### src/rtl/spram_fifo_ctrl.sv
`default_nettype none
// ============================================================================
// spram_fifo_ctrl : valid/ready FIFO that uses an external single-port RAM as
// storage, with prefetch into a 2-entry output buffer. Optional Almost_Full
// output is enabled by defining SPRAM_FIFO_ALMOST_FULL_EN.        Rev 1.0
// ============================================================================
module spram_fifo_ctrl #(
   parameter int IN_DATA_WIDTH      = 8,
   parameter int ADDR_WIDTH         = 6,
   parameter int ALMOST_FULL_THRESH = 60
) (
   input  logic                     CLK,
   input  logic                     RST,
   input  logic [IN_DATA_WIDTH-1:0] In_Data,
   input  logic                     In_Valid,
   output logic                     In_Ready,
   output logic [IN_DATA_WIDTH-1:0] Out_Data,
   output logic                     Out_Valid,
   input  logic                     Out_Ready,
   output logic [IN_DATA_WIDTH-1:0] RAM_Data,
   output logic [ADDR_WIDTH-1:0]    RAM_Address,
   output logic                     RAM_WE,
   input  logic [IN_DATA_WIDTH-1:0] RAM_Output,
   output logic [ADDR_WIDTH+1:0]    Count
`ifdef SPRAM_FIFO_ALMOST_FULL_EN
   ,
   output logic                     Almost_Full
`endif
);

   localparam int DEPTH = 2**ADDR_WIDTH;
   localparam int MC_W  = ADDR_WIDTH + 1;
   localparam int CNT_W = ADDR_WIDTH + 2;

   logic [ADDR_WIDTH-1:0]    wr_ptr;
   logic [ADDR_WIDTH-1:0]    rd_ptr;
   logic [MC_W-1:0]          mem_count;
   logic [MC_W-1:0]          mem_count_nx;
   logic                     rd_pend;
   logic [IN_DATA_WIDTH-1:0] ob0;
   logic [IN_DATA_WIDTH-1:0] ob1;
   logic [1:0]               ob_count;
   logic [1:0]               ob_count_nx;
   logic                     prio_wr;
   logic                     full;
   logic                     rd_want;
   logic                     conflict;
   logic                     wr_go;
   logic                     rd_go;
   logic                     pop;

   // A read is only worth issuing if its word has a guaranteed slot in ob.
   always_comb begin
      full     = (mem_count == MC_W'(DEPTH));
      rd_want  = (mem_count != '0) && ((ob_count + {1'b0, rd_pend}) < 2'd2);
      In_Ready = !RST && !full && (!rd_want || prio_wr);
      wr_go    = In_Valid && In_Ready;
      rd_go    = rd_want && !wr_go;
      conflict = In_Valid && !full && rd_want;
      pop      = (ob_count != 2'd0) && Out_Ready;
   end

   always_comb begin
      mem_count_nx = mem_count;
      if (wr_go) begin
         mem_count_nx = mem_count + MC_W'(1);
      end else if (rd_go) begin
         mem_count_nx = mem_count - MC_W'(1);
      end
      ob_count_nx = ob_count;
      if (rd_pend && !pop) begin
         ob_count_nx = ob_count + 2'd1;
      end else if (!rd_pend && pop) begin
         ob_count_nx = ob_count - 2'd1;
      end
   end

   assign RAM_WE      = wr_go;
   assign RAM_Data    = In_Data;
   assign RAM_Address = wr_go ? wr_ptr : rd_ptr;

   assign Out_Valid = (ob_count != 2'd0);
   assign Out_Data  = ob0;
   assign Count     = CNT_W'(mem_count) + CNT_W'(rd_pend) + CNT_W'(ob_count);

   always_ff @(posedge CLK) begin
      if (RST) begin
         wr_ptr    <= '0;
         rd_ptr    <= '0;
         mem_count <= '0;
         rd_pend   <= 1'b0;
         ob_count  <= 2'd0;
         ob0       <= '0;
         ob1       <= '0;
         prio_wr   <= 1'b0;
      end else begin
         mem_count <= mem_count_nx;
         ob_count  <= ob_count_nx;
         rd_pend   <= rd_go;
         if (wr_go) begin
            wr_ptr <= wr_ptr + ADDR_WIDTH'(1);
         end
         if (rd_go) begin
            rd_ptr <= rd_ptr + ADDR_WIDTH'(1);
         end
         if (conflict) begin
            prio_wr <= !prio_wr;
         end
         // RAM_Output is valid only in the cycle after the read was issued.
         if (rd_pend && pop) begin
            if (ob_count == 2'd2) begin
               ob0 <= ob1;
               ob1 <= RAM_Output;
            end else begin
               ob0 <= RAM_Output;
            end
         end else if (pop) begin
            ob0 <= ob1;
         end else if (rd_pend) begin
            if (ob_count == 2'd0) begin
               ob0 <= RAM_Output;
            end else begin
               ob1 <= RAM_Output;
            end
         end
      end
   end

`ifdef SPRAM_FIFO_ALMOST_FULL_EN
   logic [CNT_W-1:0] count_nx;

   assign count_nx = CNT_W'(mem_count_nx) + CNT_W'(rd_go) + CNT_W'(ob_count_nx);

   always_ff @(posedge CLK) begin
      if (RST) begin
         Almost_Full <= 1'b0;
      end else begin
         Almost_Full <= (count_nx >= CNT_W'(ALMOST_FULL_THRESH));
      end
   end
`else
   logic unused_thresh;
   assign unused_thresh = (ALMOST_FULL_THRESH == 0);
`endif

endmodule
`default_nettype wire
### config.mk
export PLATFORM = sky130hd
export DESIGN_NAME = spram_fifo_ctrl
export DESIGN_NICKNAME = d
export VERILOG_FILES = /design/src/rtl/spram_fifo_ctrl.sv
export SDC_FILE = /design/constraint.sdc
export NUM_CORES = 1
export LEC_CHECK = 0
export ABC_CLOCK_PERIOD_IN_PS = 4900
export BUFFER_PORTS_ARGS = -buffer_cell sky130_fd_sc_hd__buf_2
export CAP_MARGIN = 25
export CORE_UTILIZATION = 40
export CTS_CLUSTER_DIAMETER = 60
export DETAILED_ROUTE_END_ITERATION = 10
export PLACE_DENSITY = 0.59
export SLEW_MARGIN = 20
export SYNTH_ARGS = -nofsm -noshare
export SYNTH_HDL_FRONTEND = slang
export SYNTH_SLANG_ARGS = --single-unit
export TNS_END_PERCENT = 20
### constraint.sdc
create_clock -name CLK -period 4.9 [get_ports CLK]
set_input_delay 0.735 -clock CLK [delete_from_list [all_inputs] [get_ports CLK]]
set_output_delay 0.735 -clock CLK [all_outputs]
set_load 0.05 [all_outputs]
==> metrics.md, run 1 <==
| Metric | Value |
|---|---|
| Status | `complete, no violations` |
| Max IR drop VDD | `0.000421 V` |
| Final setup violation count | `0` |
| Vias | `1878` |
| Flops & latches, synth | `39` |
| Drt initial violations | `100` |
| Hold WS | `0.479 ns` |
| Crit path kind | `in -> reg` |
| Synthesized instance count | `268` |
| RePlAce Congestion | `0.753` |
| Number of vias per cell | `5.10` |
| # hold bufs at CTS | `0` |
| Max Slew Vio Count | `0` |
| RSZ-0062 raised after global routing | `no` |
| Synth Warn # | `0` |
| TritonRoute pass-1 iters | `4` |
| Cell Chain, Critical Path | `buf_2, a311oi_1, o31ai_4, fa_1, a211oi_1, o21bai_1, a21oi_1, mux2i_1, mux2_4` |
| Initial Util | `0.421` |
| Post-CTS sizing | `0` |
| Worst-margin pin slew | `0.919 ns` |
| Multi-input combinational cell area | `1410 sq um` |
| Post-layout min period | `3.43 ns` |
| Number of routed nets with antenna violations | `0` |
| Top Ports | `53` |
| Routed WL | `4690 um` |
| Count of different cell masters after synthesis | `50` |
| CP Capture Type | `flop` |
| Max Buffers Root-to-Sink | `2` |
| Ys async rst share | `0` |
| Area growth from synthesis to layout | `13.2%` |
| Buf+Inv Stages, Crit Path | `1` |
| Setup TNS | `0 ns` |
| Setup Fix Bufs, Post-CTS | `0` |
| Mapped Area | `2350 sq um` |
| EDFF count, synth | `0` |
| Final WS setup | `1.47 ns` |
| CTS H-Tree Depth | `2` |
| Clk Tree Root Cell | `clkbuf_8` |
| Worst Reg-to-Reg Cells | `9` |
| Max-Slew Margin vs Limit | `0.388` |
| CP Data Required Time | `5.08 ns` |
| # clock sinks | `39` |
| Worst Hold Path Cells | `1` |
| TritonCTS clock tree | `built` |
| Crit share post-route | `0.701` |
| FILL cells | `550` |
| First-pass GRT wire length | `8290 um` |
| Layout cell share with drive strength beyond 1 | `0.189` |
| Nets | `329` |
| Top FF cell, synth | `dfxtp_1` |
| HP Class | `reg -> reg` |
| Area of the core | `5570 sq um` |
| Routed len/inst | `12.8 um` |
| Worst Path Arrival | `3.62 ns` |
| WP depth | `9` |
| Syn Nets | `302` |
| Port Buf Inserts | `36` |
| Clock slew at reported path FFs | `0.08 ns` |
| Register area | `781 sq um` |
| Pwr dens | `750 nW/um^2` |
| Top delay family on crit path | `compound AO/OA/AOI/OAI gates` |
| Clock latency on the worst-skew pair | `0.29 ns` |
| Max frequency | `0.291 GHz` |
| Initial antenna violation count | `0` |
| Max-cap violations | `0` |
| Leakage | `1.12 nW` |
| Largest net degree at the start of global routing | `44` |
| Final Hold Vio Count | `0` |
| Setup WS pre-CTS | `1.20 ns` |
| # DRC | `0` |
| Die Wd | `78.6 um` |
| Layout Skew | `0.00347 ns` |
| Total global-route track usage | `0.170` |
| Hpwl dp | `3360 um` |
| CP max FO | `43` |
| Slowest-stage cell, CP | `fa_1` |
| CP max stage delay | `0.55 ns` |
| Std cell rows | `27` |
| Antenna Cells | `0` |
| Die height | `78.6 um` |
| Cts bufs inserted | `5` |
| Critical Path Source Type | `primary input` |
| Syn avg cell area | `8.76 sq um` |
| Number of global-route vias before repair | `1784` |
| Die ar. | `6180 sq um` |
| Total global routing overflow | `0` |
| Register area share after synthesis | `0.332` |
## sequential cells by signal, summed over array words and instances (netlist names)
name / cells
mem_count: 7
rd_pend: 1
ob_count: 2
rd_ptr: 6
wr_ptr: 6
Out_Data: 8
prio_wr: 1
ob1: 8
## worst paths after layout
path	start	slack (ns)	to
setup / recovery	RST	1.47	mem_count[6]
hold / removal	wr_ptr[4]	0.48	wr_ptr[4]
setup reg to reg	ob_count[0]	1.56	mem_count[6]
hold reg to reg	wr_ptr[4]	0.48	wr_ptr[4]
## through the flow
stage | util | cells | area, sq um | power (mW)
2_1_floorplan | - | 268 | 2350 | 1.50
3_3_place_gp | 0.452 | 359 | 2520 | 1.68
3_5_place_dp | 0.453 | 360 | 2530 | 1.68
4_1_cts | 0.477 | 368 | 2660 | 2.01
5_1_grt | 0.477 | 368 | 2660 | 2.16
6_report | 0.477 | 368 | 2660 | 1.99
## layout make-up
type / instances / share of cell area
Clock inverter: 2 / 0.0226
Timing Repair Buffer: 37 / 0.0706
Multi-Input combinational cell: 197 / 0.531
Inverter: 15 / 0.0212
Clock buffer: 6 / 0.0273
Sequential cell: 39 / 0.294
Tap cell: 72 / 0.0339
## synth_stat cells (all sizes together), types with 4 or more instances
library cell / count / area share
ha: 11 / 0.059
nor2: 31 / 0.050
clkbuf: 4 / 0.0064
buf: 13 / 0.036
dfxtp: 39 / 0.33
o21ai: 12 / 0.026
inv: 15 / 0.024
nand3: 9 / 0.019
mux2i: 18 / 0.077
xnor2: 10 / 0.037
nor2b: 4 / 0.011
a211oi: 12 / 0.040
a21oi: 15 / 0.032
nand2: 26 / 0.042
xor2: 7 / 0.026
or3: 4 / 0.011
## power by group
part	switching (mW)	internal (mW)	total, mW	leakage, nW
logic	0.742	0.403	1.14	0.731
registers	0.119	0.412	0.531	0.320
clock network	0.115	0.204	0.318	0.0654
## cells in the final DEF (no fill, tap or decap), drive strengths merged, types with 4 or more instances in the layout
cell / netlist / routed
nor2b: 4 / 4
nor2: 31 / 31
a211oi: 12 / 12
clkbuf: 4 / 6
nand2: 26 / 26
a21oi: 15 / 15
xor2: 7 / 7
inv: 15 / 15
dfxtp: 39 / 39
xnor2: 10 / 10
nand3: 9 / 9
mux2i: 18 / 18
ha: 11 / 11
or3: 4 / 4
buf: 13 / 37
o21ai: 12 / 12
## routing by layer
metal | vias up | share of wire | global-route usage | wire length (um)
met5 | - | 0 | 0 | 0
met4 | 0 | 0.012 | 0.0685 | 57
met3 | 5 | 0.040 | 0.0314 | 188
met2 | 35 | 0.44 | 0.257 | 2070
met1 | 851 | 0.51 | 0.235 | 2380
li1 | 987 | - | - | -
## logic make-up (layout without fill, tap and decap cells)
family / after synthesis / in the layout / share of synthesized area
simple gates: 91 / 91 / 0.191
compound gates: 55 / 55 / 0.175
flops: 39 / 39 / 0.332
buf+inv: 32 / 60 / 0.0666
mux: 20 / 20 / 0.0879
xor+xnor: 17 / 17 / 0.0634
fa+ha+maj: 14 / 14 / 0.0842
(Power assumes the default switching activity.)
==> run 2: changes to the inputs <==
--- a/config.mk
+++ b/config.mk
@@ -5,7 +5,8 @@
 export SDC_FILE = /design/constraint.sdc
 export NUM_CORES = 1
 export LEC_CHECK = 0
-export ABC_CLOCK_PERIOD_IN_PS = 4900
+export ABC_AREA = 1
+export ABC_CLOCK_PERIOD_IN_PS = 3300
 export BUFFER_PORTS_ARGS = -buffer_cell sky130_fd_sc_hd__buf_2
 export CAP_MARGIN = 25
 export CORE_UTILIZATION = 40
==> constraint.sdc (replaced) <==
create_clock -name CLK -period 3.3 [get_ports CLK]
set_input_delay 0.495 -clock CLK [delete_from_list [all_inputs] [get_ports CLK]]
set_output_delay 0.495 -clock CLK [all_outputs]
set_load 0.05 [all_outputs]
==> metrics.md, run 2 <==
| Metric | Value |
|---|---|
| Post-synthesis xor/xnor area fraction | `0.0513 (-0.0121)` |
| Layout Skew | `0.00526 ns (+0.00180 ns)` |
| RePlAce Congestion | `0.842 (+12%)` |
| Top FF cell, synth | `dfxtp_1` |
| Post-synth top cells | `a21oi_1, o21ai_0, inv_1` |
| Worst-margin pin slew | `0.824 ns (-0.0945 ns)` |
| Die height | `79.3 um (+0.88%)` |
| Vias | `2154 (+15%)` |
| TritonCTS clock tree | `built` |
| Syn avg cell area | `7.20 sq um (-18%)` |
| Multiplexer share of the synthesized area | `0 (-0.0879)` |
| Die ar. | `6290 sq um (+1.8%)` |
| Mapped Area | `2390 sq um (+1.8%)` |
| Post-layout min period | `2.79 ns` |
| Met2 WL | `2350 um (+14%)` |
| Flops & latches, synth | `39 (unchanged)` |
| Met1 wire length | `2470 um (+3.8%)` |
| Max-Slew Margin vs Limit | `0.450 (+0.0624)` |
| Setup TNS | `0 ns (unchanged)` |
| Most frequent cells in the layout | `a21oi_1, o21ai_0, inv_1` |
| # clock sinks | `39 (unchanged)` |
| Top Ports | `53 (unchanged)` |
| Status | `complete, no violations` |
| Syn Nets | `366 (+21%)` |
| Post-CTS sizing | `0 (unchanged)` |
| CP max stage delay | `0.45 ns (-0.10 ns)` |
| Max Buffers Root-to-Sink | `2 (unchanged)` |
| # hold bufs at CTS | `0 (unchanged)` |
| Hpwl dp | `3630 um (+8.0%)` |
| Std cell rows | `27 (unchanged)` |
| Crit share post-route | `0.846` |
| Setup Fix Bufs, Post-CTS | `0 (unchanged)` |
| Total global-route track usage | `0.173 (+0.00328)` |
| Hold WS | `0.467 ns (-0.0125 ns)` |
| Compound-gate portion of the synthesized area | `0.245 (+0.0702)` |
| Initial Util | `0.424 (+0.00249)` |
| Number of global-route vias before repair | `1873 (+5.0%)` |
| Max frequency | `0.358 GHz` |
| CP Capture Type | `output pin` |
| Nets | `388 (+18%)` |
| Max Slew Vio Count | `0 (unchanged)` |
| Synth area leaders | `dfxtp_1, a21oi_1, o21ai_0` |
| Final Hold Vio Count | `0 (unchanged)` |
| Routed WL | `5110 um (+8.8%)` |
| Clock slew at reported path FFs | `0.08 ns (about the same)` |
| Area of the core | `5640 sq um (+1.2%)` |
| Worst Path Arrival | `2.30 ns (-1.32 ns)` |
| Wire length on met3 | `186 um (-1.1%)` |
| Port Buf Inserts | `36 (unchanged)` |
| Largest family of logic cells by synthesized area | `compound AO/OA/AOI/OAI gates` |
| Largest net degree at the start of global routing | `32 (-27%)` |
| Adder-cell share of the synthesized area | `0.0827 (-0.00150)` |
| Count of different cell masters after synthesis | `28 (-44%)` |
| CP Data Required Time | `2.80 ns (-2.28 ns)` |
| CP max FO | `7 (-84%)` |
| Crit path kind | `reg -> out` |
| Die Wd | `79.3 um (+0.88%)` |
| Critical Path Source Type | `flop` |
| Max-cap violations | `0 (unchanged)` |
| Top Metal Used | `met4` |
| Routed len/inst | `12.0 um (-6.2%)` |
| Post-Layout Inst Area | `2620 sq um (-1.5%)` |
| # DRC | `0 (unchanged)` |
| Number of routed nets with antenna violations | `0 (unchanged)` |
| Ys async rst share | `0 (unchanged)` |
| Total global routing overflow | `0 (unchanged)` |
| Initial antenna violation count | `0 (unchanged)` |
| EDFF count, synth | `0 (unchanged)` |
| Final setup violation count | `0 (unchanged)` |
| Synth Warn # | `0 (unchanged)` |
| CTS H-Tree Depth | `2 (unchanged)` |
| Drt initial violations | `79 (-21%)` |
| First-pass GRT wire length | `8540 um (+3.0%)` |
| Max IR drop VDD | `0.000590 V (+40%)` |
| Slowest-stage cell, CP | `dfxtp_1` |
| Synth Area in Simple Gates | `0.163 (-0.0280)` |
| Post-synth top area share | `0.327 (-0.00591)` |
| Cts bufs inserted | `5 (unchanged)` |
| Number of vias per cell | `5.04 (-1.2%)` |
| Setup WS pre-CTS | `0.803 ns (-0.395 ns)` |
| Leakage | `1.20 nW (+7.3%)` |
| Synthesized instance count | `332 (+24%)` |
| Antenna Cells | `0 (unchanged)` |
| RSZ-0062 raised after global routing | `no` |
| Register area share after synthesis | `0.327 (-0.00591)` |
| Cell Chain, Critical Path | `inv_1, fa_1, inv_1, fa_1, nand3_1, nor3_1, xor2_1, buf_2` |
| Final WS setup | `0.509 ns (-0.957 ns)` |
| Clk Tree Root Cell | `clkbuf_8` |
| HP Class | `in -> reg` |
| Area growth from synthesis to layout | `9.52%` |
| FILL cells | `580 (+5.5%)` |
| Dpl cell area | `2510 sq um (-0.45%)` |
| TritonRoute pass-1 iters | `4 (unchanged)` |
| Clock latency on the worst-skew pair | `0.29 ns (about the same)` |
| Layout cell share with drive strength beyond 1 | `0.141 (-0.0483)` |
| Area leader, netlist | `dfxtp_1` |
| Pwr dens | `1140 nW/um^2 (+52%)` |
run 2: per-stage QoR:
step | power [mW] | util | std cells
finish | 2.99 | 0.464 | 427
global route | 3.27 | 0.464 | 427
CTS | 3.02 | 0.464 | 427
detailed placement | 2.65 | 0.446 | 419
global placement | 2.64 | 0.446 | 419
floorplan | 2.36 | - | 332
run 2: kinds of logic (layout without fill, tap and decap cells):
logic type	count (synthesis)	after routing
AOI/OAI and AO/OA	112	112
buffers and inverters	65	88
xor gates and xnor gates	14	14
adders and majority gates	14	14
DFF	39	39
and+or+nand+nor	88	88
run 2: per-layer routing:
metal / up-vias / global-route usage
met2: 35 / 0.279
met4: 0 / 0.0691
met1: 959 / 0.223
met3: 7 / 0.0368
li1: 1153 / -
met5: - / 0
run 2: cell type report:
cell class                 instances  area (sq um)  area share
clock buffer                       7          96.3      0.0368
multi-input combinational        228          1290       0.495
clock inverter                     1          7.51     0.00287
timing repair buffer              37           188      0.0717
inverter                          43           161      0.0616
tap                               72          90.1      0.0344
sequential                        39           781       0.298
run 2: final timing paths:
check,start,end,slack [ns],depth (start not counted)
hold reg to reg,wr_ptr[5],wr_ptr[5],0.47,2
hold / removal,RAM_Output[2],ob1[2],0.47,3
setup reg to reg,ob_count[1],ob1[5],0.92,9
setup / recovery,mem_count[0],Count[6],0.51,8
run 2: power breakdown:
part / switching (mW) / leakage, nW / total (mW) / internal [mW]
Combinational: 1.33 / 0.826 / 1.85 / 0.519
Clock: 0.173 / 0.0505 / 0.364 / 0.190
Sequential: 0.147 / 0.321 / 0.784 / 0.637
Total: 1.65 / 1.20 / 2.99 / 1.35
run 2: worst max-delay path, delay by kind of cell, from the launching register on:
kind | cells | cell delay [ns]
DFF | 1 | 0.45
xor gates and xnor gates | 1 | 0.15
and+or+nand+nor | 2 | 0.30
adders and majority gates | 2 | 0.62
buffers and inverters | 3 | 0.48
==> run 3: changes to the inputs <==
--- a/config.mk
+++ b/config.mk
@@ -6,7 +6,7 @@
 export NUM_CORES = 1
 export LEC_CHECK = 0
 export ABC_AREA = 1
-export ABC_CLOCK_PERIOD_IN_PS = 3300
+export ABC_CLOCK_PERIOD_IN_PS = 2800
 export BUFFER_PORTS_ARGS = -buffer_cell sky130_fd_sc_hd__buf_2
 export CAP_MARGIN = 25
 export CORE_UTILIZATION = 40
==> constraint.sdc (replaced) <==
create_clock -name CLK -period 2.8 [get_ports CLK]
set_input_delay 0.42 -clock CLK [delete_from_list [all_inputs] [get_ports CLK]]
set_output_delay 0.42 -clock CLK [all_outputs]
set_load 0.05 [all_outputs]
==> metrics.md, run 3 (synthesis results as in run 2) <==
| Metric | Value |
|---|---|
| Status | `complete, no violations` |
| Total global routing overflow | `0 (unchanged)` |
| FILL cells | `595 (+2.6%)` |
| Initial antenna violation count | `0 (unchanged)` |
| Routed len/inst | `12.2 um (+2.1%)` |
| Number of global-route vias before repair | `1911 (+2.0%)` |
| Clk Tree Root Cell | `clkbuf_8` |
| Crit share post-route | `0.934` |
| Std cell rows | `27 (unchanged)` |
| Leakage | `1.22 nW (+1.8%)` |
| Slowest-stage cell, CP | `fa_1` |
| RSZ-0062 raised after global routing | `no` |
| Final Hold Vio Count | `0 (unchanged)` |
| Clock slew at reported path FFs | `0.08 ns (about the same)` |
| Max IR drop VDD | `0.000795 V (+35%)` |
| Port Buf Inserts | `36 (unchanged)` |
| Layout cell share with drive strength beyond 1 | `0.157 (+0.0160)` |
| Hpwl dp | `3700 um (+1.7%)` |
| Die Wd | `79.3 um (unchanged)` |
| Max-Slew Margin vs Limit | `0.449 (-0.000489)` |
| Number of vias per cell | `5.03 (-0.37%)` |
| Cts bufs inserted | `5 (unchanged)` |
| Clock latency on the worst-skew pair | `0.30 ns (about the same)` |
| Nets | `390 (+0.52%)` |
| Multi-input combinational cell area | `1300 sq um (+0.39%)` |
| CP max FO | `7 (unchanged)` |
| CP Data Required Time | `2.38 ns (-0.42 ns)` |
| CP Capture Type | `output pin` |
| TritonCTS clock tree | `built` |
| Final setup violation count | `0 (unchanged)` |
| Register area | `785 sq um (+0.48%)` |
| Pwr dens | `1360 nW/um^2 (+19%)` |
| Top Ports | `53 (unchanged)` |
| Critical Path Source Type | `flop` |
| Setup TNS | `0 ns (unchanged)` |
| # hold bufs at CTS | `0 (unchanged)` |
| Vias | `2156 (+0.093%)` |
| Initial Util | `0.424 (unchanged)` |
| Area growth from synthesis to layout | `11.2%` |
| Cell Chain, Critical Path | `inv_1, fa_1, inv_1, fa_1, nand3_1, nor3_1, xor2_1, buf_4` |
| Max Buffers Root-to-Sink | `2 (unchanged)` |
| Crit path kind | `reg -> out` |
| Worst-margin pin slew | `0.825 ns (+0.000733 ns)` |
| Max Slew Vio Count | `0 (unchanged)` |
| Post-layout min period | `2.62 ns` |
| Worst Path Arrival | `2.20 ns (-0.10 ns)` |
| Drt initial violations | `77 (-2.5%)` |
| CTS H-Tree Depth | `2 (unchanged)` |
| Area of the core | `5640 sq um (unchanged)` |
| Total global-route track usage | `0.174 (+0.000930)` |
| Layout Skew | `0.00684 ns (+0.00158 ns)` |
| # DRC | `0 (unchanged)` |
| Largest net degree at the start of global routing | `32 (unchanged)` |
| Max frequency | `0.382 GHz` |
| HP Class | `in -> reg` |
| Setup Fix Bufs, Post-CTS | `0 (unchanged)` |
| Die ar. | `6290 sq um (unchanged)` |
| Max-cap violations | `0 (unchanged)` |
| First-pass GRT wire length | `8580 um (+0.48%)` |
| Antenna Cells | `0 (unchanged)` |
| Routed WL | `5240 um (+2.5%)` |
| Die height | `79.3 um (unchanged)` |
| Most frequent cells in the layout | `a21oi_1, o21ai_0, inv_1` |
| # clock sinks | `39 (unchanged)` |
| Post-CTS sizing | `0 (unchanged)` |
| Hold WS | `0.388 ns (-0.0786 ns)` |
| Number of routed nets with antenna violations | `0 (unchanged)` |
| TritonRoute pass-1 iters | `4 (unchanged)` |
| RePlAce Congestion | `0.823 (-2.2%)` |
| CP max stage delay | `0.42 ns (-0.03 ns)` |
[run 3: final cells by class]
cell class | instances | share of cell area
repair buffers | 39 | 0.0772
inverters | 43 | 0.0607
flip-flops and latches | 39 | 0.295
multi-input cells | 228 | 0.489
clock inverters | 2 | 0.0132
well taps | 72 | 0.0339
clock buffers | 6 | 0.0311
[run 3: report_power, final]
group,total (mW),internal (mW),switching (mW),leakage [nW]
Combinational,2.19,0.628,1.56,0.837
Sequential,0.941,0.756,0.185,0.321
Clock,0.497,0.289,0.209,0.0612
Total,3.62,1.67,1.95,1.22
[run 3: worst max-delay path, delay by kind of cell (launching register included)]
| kind | cells | cell delay [ns] |
|---|---|---|
| adder cells (fa/ha/maj) | 2 | 0.62 |
| XOR/XNOR | 1 | 0.17 |
| buffers and inverters | 3 | 0.39 |
| AND/OR/NAND/NOR | 2 | 0.31 |
| flip-flops | 1 | 0.41 |
[run 3: path summary, 6_finish.rpt]
check	startpoint	to	slack [ns]	cells after the start
setup / recovery	mem_count[0]	Count[6]	0.18	8
hold / removal	RAM_Output[4]	ob1[4]	0.39	3
setup reg to reg	mem_count[1]	mem_count[6]	0.48	15
hold reg to reg	wr_ptr[5]	wr_ptr[5]	0.47	2
[run 3: routing by layer]
layer	share of wire	global-route usage	vias up
li1	-	-	1154
met1	0.49	0.229	954
met2	0.46	0.276	42
met3	0.043	0.0356	6
met4	0.012	0.0709	0
met5	0	0	-
[run 3: through the flow]
step / utilization / total power, mW / setup WS, ns / instance area, sq um / std cells
floorplan: - / 2.79 / 0.124 / 2400 / 332
global route: 0.471 / 3.93 / 0.0282 / 2660 / 429
finish: 0.471 / 3.62 / 0.184 / 2660 / 429
detailed placement: 0.449 / 3.13 / 0.346 / 2530 / 421
global placement: 0.449 / 3.12 / 0.380 / 2530 / 421
CTS: 0.470 / 3.63 / 0.0143 / 2650 / 429
